### src/rtl/coco_muldiv.sv
// Iterative radix-2 multiply/divide unit with HI/LO registers.
// One step per cycle for WIDTH cycles; operands are processed as magnitudes and sign-corrected at completion.
module coco_muldiv #(
  parameter int WIDTH = 32
) (
  input  logic             Clk,
  input  logic             Reset_n,
  input  logic             Start,
  input  logic             MorD,
  input  logic             HorL,
  input  logic             Sign,
  input  logic             We,
  input  logic [WIDTH-1:0] A,
  input  logic [WIDTH-1:0] B,
  output logic             Ready,
  output logic             Busy,
  output logic [WIDTH-1:0] Out
);

  localparam int CW = $clog2(WIDTH);

  typedef enum logic [1:0] {IDLE, BUSY, DONE} state_t;

  state_t             state, stateNxt;
  logic [WIDTH-1:0]   hi, lo, opA, opB;
  logic [2*WIDTH-1:0] acc, accNxt, res64;
  logic [CW-1:0]      cnt;
  logic               isMul, signA, signB;
  logic               lastStep, neg, bZero;
  logic               aNeg, bNeg;
  logic [WIDTH-1:0]   aMag, bMag, quo, rem, divLo, divHi, aOrig;
  logic [WIDTH:0]     mulSum, divSh, divDiff;

  // Magnitudes at accept; Sign=1 means unsigned.
  assign aNeg = ~Sign & A[WIDTH-1];
  assign bNeg = ~Sign & B[WIDTH-1];
  assign aMag = aNeg ? -A : A;
  assign bMag = bNeg ? -B : B;

  assign lastStep = (state == BUSY) && (cnt == CW'(WIDTH-1));

  // acc holds {product-high, multiplier} for multiply, {remainder, dividend/quotient} for divide.
  always_comb begin
    mulSum  = {1'b0, acc[2*WIDTH-1:WIDTH]} + {1'b0, (acc[0] ? opA : {WIDTH{1'b0}})};
    divSh   = {acc[2*WIDTH-1:WIDTH], acc[WIDTH-1]};
    divDiff = divSh - {1'b0, opB};
    if (isMul)
      accNxt = {mulSum, acc[WIDTH-1:1]};
    else if (divDiff[WIDTH])
      accNxt = {divSh[WIDTH-1:0], acc[WIDTH-2:0], 1'b0};
    else
      accNxt = {divDiff[WIDTH-1:0], acc[WIDTH-2:0], 1'b1};
  end

  always_comb begin
    neg   = signA ^ signB;
    bZero = (opB == '0);
    res64 = neg ? -accNxt : accNxt;
    quo   = accNxt[WIDTH-1:0];
    rem   = accNxt[2*WIDTH-1:WIDTH];
    aOrig = signA ? -opA : opA;
    divLo = bZero ? {WIDTH{1'b1}} : (neg ? -quo : quo);
    divHi = bZero ? aOrig : (signA ? -rem : rem);
  end

  always_ff @(posedge Clk or negedge Reset_n) begin
    if (!Reset_n) state <= IDLE;
    else          state <= stateNxt;
  end

  always_comb begin
    stateNxt = state;
    case (state)
      IDLE:    if (Start) stateNxt = BUSY;
      BUSY:    if (lastStep) stateNxt = DONE;
      DONE:    stateNxt = IDLE;
      default: stateNxt = IDLE;
    endcase
  end

  always_ff @(posedge Clk or negedge Reset_n) begin
    if (!Reset_n) begin
      hi    <= '0;
      lo    <= '0;
      opA   <= '0;
      opB   <= '0;
      acc   <= '0;
      cnt   <= '0;
      isMul <= 1'b0;
      signA <= 1'b0;
      signB <= 1'b0;
    end else begin
      case (state)
        IDLE: begin
          if (Start) begin
            isMul <= MorD;
            signA <= aNeg;
            signB <= bNeg;
            opA   <= aMag;
            opB   <= bMag;
            acc   <= MorD ? {{WIDTH{1'b0}}, bMag} : {{WIDTH{1'b0}}, aMag};
            cnt   <= '0;
          end else if (We) begin
            if (HorL) hi <= A;
            else      lo <= A;
          end
        end
        BUSY: begin
          acc <= accNxt;
          cnt <= cnt + CW'(1);
          if (lastStep) begin
            hi <= isMul ? res64[2*WIDTH-1:WIDTH] : divHi;
            lo <= isMul ? res64[WIDTH-1:0]       : divLo;
          end
        end
        default: ;
      endcase
    end
  end

  assign Ready = (state == DONE) | ((state == IDLE) & ~Start);
  assign Busy  = (state == BUSY);
  assign Out   = HorL ? hi : lo;

endmodule

### config.mk
export PLATFORM = sky130hd
export DESIGN_NAME = coco_muldiv
export DESIGN_NICKNAME = d
export VERILOG_FILES = /design/src/rtl/coco_muldiv.sv
export SDC_FILE = /design/constraint.sdc
export NUM_CORES = 1
export LEC_CHECK = 0
export CAP_MARGIN = 20
export CORE_UTILIZATION = 30
export CTS_CLUSTER_SIZE = 16
export DETAILED_ROUTE_END_ITERATION = 6
export DONT_BUFFER_PORTS = 1
export PLACE_DENSITY = 0.49
export RECOVER_POWER = 50
export SLEW_MARGIN = 5
export SYNTH_ARGS = -nofsm -noshare
export SYNTH_HDL_FRONTEND = slang
export SYNTH_SLANG_ARGS = --single-unit
### constraint.sdc
create_clock -name Clk -period 6.2 [get_ports Clk]
set_input_delay 0.31 -clock Clk [delete_from_list [all_inputs] [get_ports Clk]]
set_output_delay 0.31 -clock Clk [all_outputs]
set_load 0.1 [all_outputs]
# Yosys cells after proc, flatten, opt, wreduce, memory -nomap -nowiden
# Cells that the tools add are included.
# Widths: inputs -> output; s select.
[word_totals]
regBits = 202
inputBits = 71
out_inout_bits = 34
[classes]
n_addsub = 9
eq_ne = 9
muxes = 32
n_bitwise = 7
n_reduce_logical = 9
[op_table]
columns = ["op", "n"]
rows = [
  ["$mux 32", 20],
  ["$mux 64", 4],
  ["$neg 32->32", 5],
  ["$pmux 32 s2", 2],
  ["$pmux 64 s2", 1],
  ["$neg 64->64", 1],
  ["$add 32x32->33", 1],
  ["$sub 33x32->33", 1],
  ["$logic_not 32->1", 1],
  ["$ne 2x2->1 const B", 5],
  ["$pmux 5 s2", 1],
  ["$reduce_and 5->1", 2],
  ["$reduce_and 2->1", 3],
  ["$add 5x1->5 const B", 1],
  ["$eq 5x5->1 const B", 1],
  ["$mux 5", 1],
  ["$mux 2", 2],
  ["$pmux 2 s2", 1],
  ["$and 1x1->1", 3],
  ["$eq 2x1->1 const B", 1],
  ["$eq 2x2->1 const B", 1],
  ["$logic_not 2->1", 1],
  ["$ne 2x1->1 const B", 1],
  ["$not 1->1", 2],
  ["other kinds (4)", 4],
]

# Depth between registers and ports, before layout
# Gate-level depths: netlist of run 1.
[logic_depth]
depth_word = 9
mapped_depth = 24
ltp_nobuf = 21

# Worst setup path before layout of run 1
# OpenSTA, ideal clock, no wires.
[synth_path]
path_kind = "register -> register"
start = "register acc[31]"
end = "register hi[24]"
setup_ns = 0.104
t_arrival_ns = 4.620
required_ns = 6.096
slack_ns = 1.476
path_stages_with_launch = 24
synth_period_minus_slack_ns = 4.724
cell_sequence = "dfrtp_1 -> inv_1 -> ha_1 -> inv_1 -> fa_1 -> a211oi_2 -> o21ai_2 -> o21ai_2 -> a21bo_4 -> nand3_4 -> nand2_4 -> buf_6 -> clkbuf_1 -> o21ai_0 -> o21ai_0 -> ha_1 -> o31a_1 -> o2111ai_1 -> and3b_1 -> clkbuf_1 -> nand3_1 -> o21a_1 -> xnor2_1 -> a221oi_1"
[synth_between]
elab_chain_cells = 9
elab_cells_between_ends = 11
cone_classes = "add/sub: 3; mux: 8"
[synth_lines]
columns = ["item", "line_no", "rtl"]
rows = [
  ["start, declared", "26", "logic [2*WIDTH-1:0] acc, accNxt, res64;"],
  ["start signal, assigned", "101", "acc <= MorD ? {{WIDTH{1'b0}}, bMag} : {{WIDTH{1'b0}}, aMag};"],
  ["start signal, assigned", "109", "acc <= accNxt;"],
  ["$sub 33x32->33", "46", "divDiff = divSh - {1'b0, opB};"],
  ["$mux 64", "49", "else if (divDiff[WIDTH])"],
  ["$mux 64 *", "47", "if (isMul)"],
  ["$neg 32->32", "63", "divHi = bZero ? aOrig : (signA ? -rem : rem);"],
  ["$mux 32 (2 in series)", "63", ""],
  ["$mux 32 *", "112", "hi <= isMul ? res64[2*WIDTH-1:WIDTH] : divHi;"],
  ["$mux 32 *", "111", "if (lastStep) begin"],
  ["$pmux 32 s2 *", "93", "case (state)"],
  ["end signal, assigned", "112", ""],
  ["end, declared", "25", "logic [WIDTH-1:0] hi, lo, opA, opB;"],
]
# Mark *: on every way between the ends. The rest lies on a longest branch, timed or not. The select of a mux whose other input is x is not followed.
# A chain may end at the register's enable or synchronous reset.

# Final worst setup path of run 1
# Same ends and word-level chain as after synthesis.

==> metrics.md, run 1 <==
| Metric | Value |
|---|---|
| H-tree levels | 1 |
| Port bufs | 0 |
| Drt via density | 6.06 |
| Post-place setup slack | 832 ps |
| Post-synth top cells | nand2_1, nor2_1, a21oi_1, dfrtp_1, o21ai_0 |
| Inserted Diodes | 0 |
| Number of fill cells in the layout | 6,995 |
| Vias in the first global route | 19,900 |
| Rows | 93 |
| DRT Pass-1 Iters | 6 |
| Crit path kind | reg2reg |
| Worst Clk Skew | 42.8 ps |
| DP Wirelength | 71.5 mm |
| Clock Tree Root | clkbuf_16 |
| Nets@finish | 2,710 |
| Reg2reg setup slack | 660 ps |
| Initial antenna violation count | 1 |
| Top_reg_cell synth | dfrtp_1 |
| Routed WL | 94.7 mm |
| Net Count, Synth | 2,747 |
| DRC | 0 |
| Slew at the pin closest to its max-slew limit | 3200 ps |
| Routed Antenna Nets | 0 |
| Crit Path Max Fanout | 23 |
| Post-synth EDFFs | 0 |
| YS warnings | 0 |
| Clock Latency Late Sink | 610 ps |
| Initial Utilization | 30.5% |
| Seq/Total Area, Yosys | 25.6% |
| Gate count of the mapped netlist | 2,603 |
| Clock slew at reported path FFs | 60 ps |
| First-pass GRT wire length | 138 mm |
| Mapped Area | 0.0197 mm² |
| Die area | 0.0668 mm² |
| Fin. max-slew vios | 203 |
| Final worst slack | 657 ps |
| Synth area leader | dfrtp_1 |
| Layout Area Growth over Synthesis | 11.1% |
| Post-synth ARST share | 100% |
| Critical path data arrival time | 6040 ps |
| Top-area cell type share of the netlist area | 25.6% |
| Die Width | 258 µm |
| Max Cap Violations | 1 |
| Global placer's final weighted congestion | 0.992 |
| Via count | 20,800 |
| WL/cell | 27.5 µm |
| Startpoint Class | register |
| Area contributors post-synth | dfrtp_1, nand2_1, a21oi_1 |
| Fin crit share | 89.4% |
| Post-CTS Setup Inserts | 0 |
| Number of CTS-inserted buffers | 28 |
| Count leader, synth | nand2_1 |
| Largest net degree at the start of global routing | 203 |
| Endpoints failing setup | 0 |
| IO Count | 105 |
| Clock Path Buffers | 3 |
| Failing checks | max-capacitance violations, max-slew violations |
| Tot GR Track Use | 27.7% |
| Clock sink count | 202 |
| Worst min path class | in2reg |
| Number of synthesized register bits | 202 |
| Synth unique cells | 117 |
| Die height | 258 µm |
| CTS tree | yes |
| Crit path time final | 5540 ps |
| Unrepaired setup endpoints after global routing | false |
| Status | complete, but fails checks |
| 1st-iter DRT viols | 2,330 |
| Max_slew headroom | -114% |
| Mean Syn Cell Area | 7.58 µm² |
| Final Hold Vio Count | 0 |
| CP required | 6700 ps |
| Total core area | 0.0647 mm² |
| Crit. End Element | register |
| GRT overflow | 0 |
| Max Freq | 180 MHz |
| Layout cell share with drive strength beyond 1 | 7.81% |
| Setup TNS | 0 ps |
-- registers in the layout, indices dropped and copies added, names as in the netlist --
name and count:
acc 64, hi 32, lo 32, opA 32
opB 32, cnt 5, state 2, isMul 1
signA 1, signB 1
-- through the flow --
step	hold slack [ps]	std cells	cell area (µm²)	util [%]
after global routing	21.2	3441	21900	33.9
after CTS	0.491	3440	21900	33.9
after detailed placement	30.7	3348	20600	31.8
after floorplan	14.4	2603	19700	-
final	17.1	3441	21900	33.9
after global placement	31.8	3347	20600	31.8
-- routing by layer --
metal  track usage [%]  vias to the layer above  share of wire [%]
met5                 0                        -                  0
met3              3.61                      200                6.8
met4              13.9                        0                5.8
li1                  -                     9384                  -
met1              37.2                    10300                 42
met2              43.6                      987                 45
-- cells by family after synthesis --
group,share of synthesized area [%]
fa+ha+maj,4.70
flops,25.6
xor+xnor,8.83
mux,4.81
simple gates,23.9
buf+inv,4.90
compound gates,27.2
-- layout by cell type (no fill, tap or decap), drive strengths merged, types with 11 or more instances in the layout --
master / instances
dfrtp: 202
mux2i: 51
o41ai: 11
a211oi: 28
o211ai: 21
nand4: 31
nor3: 65
buf: 49
and2: 41
nand2b: 23
and3: 24
nor2: 252
nand3: 52
a21oi: 239
a221oi: 18
xnor2: 106
o21ai: 196
nor4: 29
xor2: 93
a31oi: 57
nor2b: 16
o21bai: 12
dlygate4sd3: 41
ha: 71
a21o: 36
a22o: 14
o21a: 12
clkbuf: 41
nand2: 388
inv: 77
or4: 15
mux2: 37
or3: 28
o22ai: 12
o221ai: 28
o31ai: 24
-- critical path, stage by stage (launching register included) --
cell	delay, ps
dfrtp_1	440
inv_1	100
ha_1	170
inv_1	50
fa_1	430
a211oi_2	260
o21ai_2	140
o21ai_2	340
a21bo_4	250
nand3_4	230
nand2_4	340
o21ai_0	180
o21ai_0	370
ha_1	370
o31a_1	210
o2111ai_1	240
and3b_1	500
nand3_1	170
o21a_1	220
xnor2_1	130
a221oi_1	280
-- layout make-up --
cell class / count / area [µm²] / area share [%]
clock buffers: 40 / 806 / 3.68
flip-flops and latches: 202 / 5060 / 23.1
inverters: 79 / 298 / 1.36
clock inverters: 10 / 109 / 0.497
repair buffers: 91 / 783 / 3.57
well taps: 855 / 1070 / 4.88
multi-input cells: 2164 / 13800 / 62.9
-- worst paths after layout --
kind / start / endpoint / cells after the start
worst max-delay path: acc[31] / hi[24] / 20
worst min-delay path: A[5] / opA[5] / 3
worst max register to register: acc[31] / hi[24] / 20
worst min register to register: hi[1] / hi[1] / 2
max in group asynchronous: Reset_n / isMul / 2
min in group asynchronous: Reset_n / lo[27] / 2
-- what timing repair did --
| item | in CTS | in global routing |
|---|---|---|
| resized for setup | 0 | 0 |
| hold endpoints to repair | 289 | 0 |
| hold buffers | 42 | 0 |
Power of run 1 is left out: the tool's default activity adds up to more than one toggle a clock period on the data nets, which glitch-free logic cannot reach.
==> run 2, diff against run 1 <==
Settings changed: CORE_ASPECT_RATIO from default to 0.6.
==> metrics.md, run 2 (synthesis gave the netlist of run 1 again) <==
| Metric | Value |
|---|---|
| Slowest CP cell | and3b_1 |
| Failing checks | max-capacitance violations, max-slew violations |
| Initial antenna violation count | 9 |
| Crit Path Max Fanout | 15 |
| Largest Register | acc |
| CTS tree | yes |
| Clock Latency Late Sink | 590 ps |
| Critical path data arrival time | 6270 ps |
| Layout cell share with drive strength beyond 1 | 8.57% |
| Fin. max-slew vios | 203 |
| Commonest non-fill, non-tap cell in the layout | nand2_1 |
| Crit path kind | reg2reg |
| Tot GR Track Use | 29.7% |
| DRT Pass-1 Iters | 5 |
| Slew at the pin closest to its max-slew limit | 3270 ps |
| WL/cell | 29.7 µm |
| GRT overflow | 0 |
| Most frequent cells in the layout | nand2_1, nor2_1, a21oi_1 |
| Worst Clk Skew | 30.0 ps |
| First-pass GRT wire length | 145 mm |
| Die area | 0.0668 mm² |
| Routed Antenna Nets | 0 |
| Largest net degree at the start of global routing | 203 |
| Nets@finish | 2,729 |
| Largest register FFs | 64 |
| Status | complete, but fails checks |
| Clock slew at reported path FFs | 70 ps |
| Routed WL | 103 mm |
| Drt via density | 6.23 |
| Max Freq | 172 MHz |
| Initial Utilization | 30.5% |
| Endpoints failing setup | 0 |
| Fin crit share | 93.6% |
| Worst min path class | in2reg |
| Top delay family on crit path | compound AO/OA/AOI/OAI gates |
| Startpoint Class | register |
| CP cell instances | inv_1 > ha_1 > inv_1 > fa_1 > a211oi_2 > o21ai_2 > o21ai_2 > a21bo_4 > nand3_4 > nand2_4 > o21ai_0 > o21ai_0 > ha_2 > o31a_1 > o2111ai_1 > and3b_1 > nand3_1 > o21a_1 > xnor2_1 > a221oi_1 |
| DRC | 0 |
| Global placer's final weighted congestion | 0.987 |
| Number of CTS-inserted buffers | 24 |
| Rows | 72 |
| Die height | 201 µm |
| Vias in the first global route | 19,500 |
| Total core area | 0.0647 mm² |
| Setup TNS | 0 ps |
| 1st-iter DRT viols | 3,061 |
| Clock sink count | 202 |
| DP Wirelength | 78.9 mm |
| Layout Area Growth over Synthesis | 11.7% |
| H-tree levels | 1 |
| Clock Tree Root | clkbuf_16 |
| Die Width | 333 µm |
| Max_slew headroom | -118% |
| Crit path time final | 5800 ps |
| Via count | 21,500 |
| Crit. End Element | register |
| Unrepaired setup endpoints after global routing | false |
| Final Hold Vio Count | 0 |
| Max incr delay on CP | 560 ps |
| Port bufs | 0 |
| IO Count | 105 |
| Buf/Inv on CP | 2 |
| CP required | 6670 ps |
| Clock Path Buffers | 3 |
| Max Cap Violations | 1 |
==> run 2: cell types whose count changed in the layout (fill, tap and decap cells not counted), sizes merged <==
cell | previous run | this run
clkinv | 9 | 5
buf | 49 | 70
bufinv | 1 | 3
diode | 0 | 2
inv | 77 | 80
clkbuf | 41 | 36
==> run 2: worst register-to-register path, cell delays in order, from the launching register on <==
cell and delay [ps]:
dfrtp_1 430, inv_1 120, ha_1 190, inv_1 60
fa_1 430, a211oi_2 260, o21ai_2 130, o21ai_2 330
a21bo_4 250, nand3_4 310, nand2_4 330, o21ai_0 170
o21ai_0 320, ha_2 400, o31a_1 230, o2111ai_1 280
and3b_1 560, nand3_1 180, o21a_1 210, xnor2_1 160
a221oi_1 370
==> run 2: stage by stage <==
stage / cell area, µm² / cells / util, % / worst slack (ps) / hold slack, ps
after floorplan: 19700 / 2603 / - / 1480 / 14.4
after global placement: 20700 / 3361 / 32.0 / 425 / 27.8
after detailed placement: 20700 / 3362 / 32.0 / 387 / 27.3
after CTS: 22000 / 3448 / 34.0 / 370 / 0.498
after global routing: 22000 / 3454 / 34.1 / 96.7 / 13.8
final: 22000 / 3456 / 34.1 / 398 / 11.9
==> run 2: path summary, 6_finish.rpt <==
| path | start | end | slack (ps) | depth (start not counted) |
|---|---|---|---|---|
| setup / recovery | acc[31] | hi[24] | 400 | 20 |
| hold / removal | B[4] | opB[4] | 10 | 2 |
| setup reg to reg | acc[31] | hi[24] | 400 | 20 |
| hold reg to reg | hi[3] | hi[3] | 490 | 2 |
| max in group asynchronous | Reset_n | isMul | 2290 | 2 |
| min in group asynchronous | Reset_n | opA[25] | 1270 | 2 |
==> run 2: what timing repair did <==
action | in CTS | in global routing
endpoints found under the hold margin | 273 | 0
resized for setup | 0 | 1
buffers inserted | 0 | 4
setup endpoints to repair | 0 | 1
hold buffers | 42 | 0
==> run 2: layer usage <==
layer	track usage, %	wire [µm]	up-vias
li1	-	-	9412
met1	45.8	48200	10600
met2	36.5	36700	1371
met3	14.8	16500	96
met4	2.85	1120	2
met5	0	13	-
==> run 2: final cells by class <==
type                       instances  area [µm²]
fill                            6877       42600
antenna                            2        5.00
inverter                          79         297
tap                              851        1060
timing repair buffer             114         977
multi-input combinational       2164       13800
clock inverter                    11         143
clock buffer                      33         706
sequential                       202        5060
Power of run 2 is left out for the same reason.
